[src/rtl/alu_seq_if.sv]
// Operand/result handshake bundle for alu_seq.
// master drives operands and out_ready; slave (the ALU) drives in_ready, result and flags.
interface alu_seq_if #(
   parameter int WIDTH = 8
);
   logic             in_valid;
   logic             in_ready;
   logic [WIDTH-1:0] a;
   logic [WIDTH-1:0] b;
   logic             carry_in;
   logic [3:0]       op;
   logic             out_valid;
   logic             out_ready;
   logic [WIDTH-1:0] c;
   logic             carry_out;
   logic             zero;
   logic             negative;
   logic             overflow;

   modport master (
      output in_valid, a, b, carry_in, op, out_ready,
      input  in_ready, out_valid, c, carry_out, zero, negative, overflow
   );

   modport slave (
      input  in_valid, a, b, carry_in, op, out_ready,
      output in_ready, out_valid, c, carry_out, zero, negative, overflow
   );
endinterface

[src/rtl/alu_seq.sv]
// Registered ALU with full flags and a serial shift-add multiplier.
// Latency: result registered on the accept edge; multiply takes WIDTH further cycles.
// Backpressure: one operation in flight; in_ready is low until the held result is taken.
module alu_seq #(
   parameter int WIDTH   = 8,
   parameter int HAS_MUL = 1
) (
   input logic      clk,
   input logic      resetn,
   alu_seq_if.slave bus
);
   localparam int CW = $clog2(WIDTH + 1);

   typedef enum logic [1:0] {IDLE, MUL, DONE} state_t;

   typedef struct packed {
      logic [WIDTH-1:0] val;
      logic             carry;
      logic             zero;
      logic             negative;
      logic             overflow;
   } res_t;

   state_t           state;
   logic             out_valid_q;
   res_t             res_q;
   res_t             alu_res;
   res_t             mul_res;
   logic [WIDTH:0]   sum;
   logic [WIDTH-1:0] mul_hi;
   logic [WIDTH-1:0] mul_lo;
   logic [WIDTH-1:0] mul_b;
   logic [CW-1:0]    mul_cnt;
   logic [WIDTH:0]   mul_sum;
   logic [2*WIDTH-1:0] mul_next;
   logic             accept;

   assign bus.in_ready  = (state == IDLE);
   assign accept        = bus.in_valid && (state == IDLE);
   assign bus.out_valid = out_valid_q;
   assign bus.c         = res_q.val;
   assign bus.carry_out = res_q.carry;
   assign bus.zero      = res_q.zero;
   assign bus.negative  = res_q.negative;
   assign bus.overflow  = res_q.overflow;

   // Every single-cycle op is formed as a WIDTH+1 bit value whose top bit is carry_out.
   always_comb begin
      sum     = '0;
      alu_res = '0;
      case (bus.op)
         4'h0: sum = {1'b0, bus.a} + {1'b0, bus.b};
         4'h1: sum = {1'b0, bus.a} + {1'b0, bus.b} + {{WIDTH{1'b0}}, bus.carry_in};
         4'h2: sum = {1'b0, bus.a} - {1'b0, bus.b};
         4'h3: sum = {1'b0, bus.a} - {1'b0, bus.b} - {{WIDTH{1'b0}}, bus.carry_in};
         4'h4: sum = {1'b0, bus.a | bus.b};
         4'h5: sum = {1'b0, bus.a & bus.b};
         4'h6: sum = {1'b0, ~bus.a};
         4'h7: sum = {1'b0, bus.a ^ bus.b};
         4'h8: sum = {bus.a, 1'b0};
         4'h9: sum = {bus.a[0], 1'b0, bus.a[WIDTH-1:1]};
         default: sum = {1'b0, bus.a};
      endcase
      alu_res.val      = sum[WIDTH-1:0];
      alu_res.carry    = sum[WIDTH];
      alu_res.zero     = ~|sum[WIDTH-1:0];
      alu_res.negative = sum[WIDTH-1];
      case (bus.op)
         4'h0, 4'h1: alu_res.overflow = (bus.a[WIDTH-1] == bus.b[WIDTH-1]) &&
                                        (sum[WIDTH-1] != bus.a[WIDTH-1]);
         4'h2, 4'h3: alu_res.overflow = (bus.a[WIDTH-1] != bus.b[WIDTH-1]) &&
                                        (sum[WIDTH-1] != bus.a[WIDTH-1]);
         default:    alu_res.overflow = 1'b0;
      endcase
   end

   // One multiplier bit per cycle: add B into the high half if the low bit is set, then shift right.
   always_comb begin
      mul_res          = '0;
      mul_sum          = {1'b0, mul_hi} + (mul_lo[0] ? {1'b0, mul_b} : {(WIDTH+1){1'b0}});
      mul_next         = {mul_sum, mul_lo[WIDTH-1:1]};
      mul_res.val      = mul_next[WIDTH-1:0];
      mul_res.carry    = |mul_next[2*WIDTH-1:WIDTH];
      mul_res.zero     = ~|mul_next[WIDTH-1:0];
      mul_res.negative = mul_next[WIDTH-1];
      mul_res.overflow = 1'b0;
   end

   always_ff @(posedge clk) begin
      if (!resetn) begin
         state       <= IDLE;
         out_valid_q <= 1'b0;
         res_q       <= '0;
         mul_hi      <= '0;
         mul_lo      <= '0;
         mul_b       <= '0;
         mul_cnt     <= '0;
      end else begin
         case (state)
            IDLE: begin
               if (accept) begin
                  if (bus.op == 4'hA && HAS_MUL != 0) begin
                     mul_hi  <= '0;
                     mul_lo  <= bus.a;
                     mul_b   <= bus.b;
                     mul_cnt <= CW'(WIDTH);
                     state   <= MUL;
                  end else begin
                     res_q       <= alu_res;
                     out_valid_q <= 1'b1;
                     state       <= DONE;
                  end
               end
            end
            MUL: begin
               mul_hi  <= mul_next[2*WIDTH-1:WIDTH];
               mul_lo  <= mul_next[WIDTH-1:0];
               mul_cnt <= mul_cnt - 1'b1;
               // The last step writes the finished product straight into the result register.
               if (mul_cnt == CW'(1)) begin
                  res_q       <= mul_res;
                  out_valid_q <= 1'b1;
                  state       <= DONE;
               end
            end
            DONE: begin
               if (bus.out_ready) begin
                  out_valid_q <= 1'b0;
                  state       <= IDLE;
               end
            end
            default: state <= IDLE;
         endcase
      end
   end
endmodule

[src/flat_wrapper.sv]
// flat-port wrapper written by rule: the top's interface ports become plain ports
module alu_seq_flat 
#(
   parameter int WIDTH   = 8,
   parameter int HAS_MUL = 1
)
  (clk, resetn, bus_in_valid, bus_a, bus_b, bus_carry_in, bus_op, bus_out_ready, bus_in_ready, bus_out_valid, bus_c, bus_carry_out, bus_zero, bus_negative, bus_overflow);
  alu_seq_if #(.WIDTH(WIDTH)) bus_i ();
  input logic clk;
  input logic resetn;
  input wire logic [$bits(bus_i.in_valid)-1:0] bus_in_valid;
  input wire logic [$bits(bus_i.a)-1:0] bus_a;
  input wire logic [$bits(bus_i.b)-1:0] bus_b;
  input wire logic [$bits(bus_i.carry_in)-1:0] bus_carry_in;
  input wire logic [$bits(bus_i.op)-1:0] bus_op;
  input wire logic [$bits(bus_i.out_ready)-1:0] bus_out_ready;
  output wire logic [$bits(bus_i.in_ready)-1:0] bus_in_ready;
  output wire logic [$bits(bus_i.out_valid)-1:0] bus_out_valid;
  output wire logic [$bits(bus_i.c)-1:0] bus_c;
  output wire logic [$bits(bus_i.carry_out)-1:0] bus_carry_out;
  output wire logic [$bits(bus_i.zero)-1:0] bus_zero;
  output wire logic [$bits(bus_i.negative)-1:0] bus_negative;
  output wire logic [$bits(bus_i.overflow)-1:0] bus_overflow;
  assign bus_i.in_valid = bus_in_valid;
  assign bus_i.a = bus_a;
  assign bus_i.b = bus_b;
  assign bus_i.carry_in = bus_carry_in;
  assign bus_i.op = bus_op;
  assign bus_i.out_ready = bus_out_ready;
  assign bus_in_ready = bus_i.in_ready;
  assign bus_out_valid = bus_i.out_valid;
  assign bus_c = bus_i.c;
  assign bus_carry_out = bus_i.carry_out;
  assign bus_zero = bus_i.zero;
  assign bus_negative = bus_i.negative;
  assign bus_overflow = bus_i.overflow;
  alu_seq #(.WIDTH(WIDTH), .HAS_MUL(HAS_MUL)) u_core (.clk(clk), .resetn(resetn), .bus(bus_i));
endmodule
[config.mk]
export PLATFORM = sky130hd
export DESIGN_NAME = alu_seq_flat
export DESIGN_NICKNAME = d
export VERILOG_FILES = /design/src/rtl/alu_seq_if.sv /design/src/rtl/alu_seq.sv /design/src/flat_wrapper.sv
export SDC_FILE = /design/constraint.sdc
export NUM_CORES = 1
export LEC_CHECK = 0
export BUFFER_PORTS_ARGS = -buffer_cell sky130_fd_sc_hd__buf_2
export CORE_MARGIN = 1.5
export CORE_UTILIZATION = 47
export CTS_BUF_LIST = sky130_fd_sc_hd__clkbuf_8
export DETAILED_ROUTE_END_ITERATION = 12
export GPL_TIMING_DRIVEN = 0
export PLACE_DENSITY = 0.76
export RECOVER_POWER = 100
export SYNTH_ARGS = -nofsm -noshare
export SYNTH_HDL_FRONTEND = slang
export SYNTH_SLANG_ARGS = --single-unit
[constraint.sdc]
create_clock -name clk -period 7.3 [get_ports clk]
set_input_delay 1.095 -clock clk [delete_from_list [all_inputs] [get_ports clk]]
set_output_delay 1.095 -clock clk [all_outputs]
set_load 0.005 [all_outputs]
==> results.cfg <==
[status]
status = complete, but fails checks
violations = DRC

[layout]
fin_nets = 703
insertedDiodeCount = 0
utilization_pct = 53.5
layout-drive-gt1-share_pct = 9.40
syn_to_final_growth_pct = 9.10

[clocking]
clock-sinks = 42
cts-root-buf = clkbuf_8
post_cts_resized = 0
clk_path_buf_depth = 2
h-tree-depth = 2
cts_tree = built
numCtsBuffers = 5
post_cts.repair.setup_buffers = 0
cts_hold_buf = 0
insertion_delay_ns = 0.30
clk_pin_slew_ns = 0.08

[floorplan]
core_sq_mm = 0.00881
initial_utilization_pct = 49.0
fp.dieW_um = 98.8
rows = 34
dieArea_sq_mm = 0.00977
die_h_um = 98.8
ios = 39

[logic_synthesis]
synthTopCellsByArea = dfxtp_1, ha_1, nor2_1
synth_area_per_cell_sq_um = 7.25
synth_async_sr_flop_share_pct = 0
syn_inst = 595
synth_edf_count = 0
synth-main-ff-cell = dfxtp_1
synth_common_cells = nor2_1, nand2_1, a21oi_1
synth_top_cell_area_share_pct = 19.5
yosysSeqAreaShare_pct = 19.5
synth-seq-cells = 42
synth_warnings = 0
syn-cell-area_sq_mm = 0.00432
synth_nets = 661
yosysMostFrequentCell = nor2_1
synth.distinct_cells = 69
synth.largest_area_cell = dfxtp_1

[timing]
maxSlewHeadroom_pct = 20.6
tightest_slew_ns = 1.18
hold_viol_final = 0
final.period_utilization_pct = 61.8
finalCriticalPeriod_ns = 4.51
fin_ws_ns = 2.79
final.setup_skew_ns = 0.00347
setup_tns_ns = 0
finalMaxSlewViolations = 0
rsz0062_at_grt = no
setup_violations = 0
max_freq_mhz = 222

[power]
ir_drop_mv = 0.0746
p_leak_uw = 0.00193
totalPowerFinal_uw = 699
power_density_mw_per_mm2 = 149

[place]
dp_hpwl_um = 11100
numPortBuffers = 35
globalplace.congestion = 0.958
dpl_worst_slack_ns = 2.98

[worst_hold_path]
hold_class = flip-flop to flip-flop

[detailed_routing]
antenna_left = 0
via_count = 4832
firstDrtPassIters = 9
dr.first_iter.drc_count = 520
viasPerCell = 6.48
wl_per_cell_um = 19.2
drt-total-wl_um = 14300
drc = 1

[run]
maxCapViolCount = 0

[setup_path]
cp.required_ns = 7.50
crit_path_max_fanout = 7
worst_setup_path_start_kind = input pin
crit_path_end_kind = flip-flop
worstPathCellList = clkbuf_1 -> inv_1 -> ha_1 -> fa_1 -> xnor2_1 -> nand4_1 -> mux2_1 -> or3_1 -> o211a_1 -> o21ai_0 -> a31oi_1 -> o221a_2
path_class = input pin to flip-flop
crit_slowest_cell = xnor2_1
max_stage_delay_ns = 0.46
worstPathArrival_ns = 4.71

[grt]
overflow = 0
grt_max_degree = 14
grt_pass1_vias = 4467
grt_pass1_wl_um = 22900
track_usage_pct = 29.6
grt_antenna_before_repair = 0
## cells by family (layout without fill, tap and decap cells)
family / after synthesis / after routing / share of synthesized area, %
simple gates: 226 / 226 / 24.8
xor+xnor: 23 / 23 / 4.67
flops: 42 / 42 / 19.5
compound gates: 187 / 187 / 30.3
mux: 8 / 8 / 2.06
fa+ha+maj: 41 / 41 / 12.4
buf+inv: 68 / 111 / 6.23
## worst max-delay path, delay by kind of cell
family	cells	cell delay (ns)
compound gates	4	1.09
fa+ha+maj	2	0.69
simple gates	2	0.56
xor+xnor	1	0.46
buf+inv	2	0.45
mux	1	0.37
## worst paths after layout
kind / from / endpoint / slack (ns) / cells past startpoint
max: bus_a[0] / u_core.bus.negative / 2.79 / 12
min: u_core.mul_b[6] / u_core.mul_b[6] / 0.46 / 2
max reg2reg: u_core.mul_lo[0] / u_core.bus.carry_out / 4.11 / 11
min reg2reg: u_core.mul_b[6] / u_core.mul_b[6] / 0.46 / 2
## metal layers
layer	wire, um	up-vias	track usage (%)	part of all wire [%]
met2	6500	224	47.1	45
li1	-	2265	-	-
met4	495	0	11.8	3.5
met1	6110	2303	40.7	43
met5	0	-	0	0
met3	1200	40	3.76	8.4
## sequential cells by signal, summed over array words and instances (netlist names)
register / flops
u_core.mul_cnt: 4
u_core.state: 2
u_core.bus.overflow: 1
u_core.bus.c: 7
u_core.mul_lo: 8
u_core.bus.carry_out: 1
u_core.bus.out_valid: 1
u_core.bus.negative: 1
u_core.mul_b: 8
u_core.bus.zero: 1
u_core.mul_hi: 8
## stage by stage
step / std cells / hold WS [ns] / area, sq um
floorplan: 595 / 0.432 / 4320
global placement: 738 / 0.440 / 4630
detailed placement: 738 / 0.446 / 4630
CTS: 746 / 0.457 / 4720
global route: 746 / 0.492 / 4710
finish: 746 / 0.455 / 4710
## cell type report
cell class	count	area [sq um]
Sequential cell	42	841
Multi-Input combinational cell	485	3200
Clock inverter	2	12.5
Tap cell	108	135
Inverter	31	116
Timing Repair Buffer	35	171
Clock buffer	6	82.6
Buffer	37	153
Fill cell	900	4100
## layout by cell type (no fill, tap or decap), drive strengths merged, types with 5 or more instances in the layout
master / instances
a211oi: 10
a21o: 7
a21oi: 47
a22oi: 10
a311oi: 6
a31oi: 13
and2: 12
and3: 7
buf: 37
clkbuf: 41
dfxtp: 42
ha: 38
inv: 31
nand2: 51
nand2b: 7
nand3: 14
nand4: 6
nor2: 75
nor2b: 9
nor3: 19
nor4: 10
o21ai: 29
o221ai: 11
o22ai: 6
o31ai: 6
or2: 6
or3: 5
xnor2: 12
xor2: 11
## power by group
group | internal [uW] | switching, uW
sequential | 243 | 10.4
combinational | 104 | 180
clock | 76.1 | 86.2
Power figures use the tool's default switching activity.
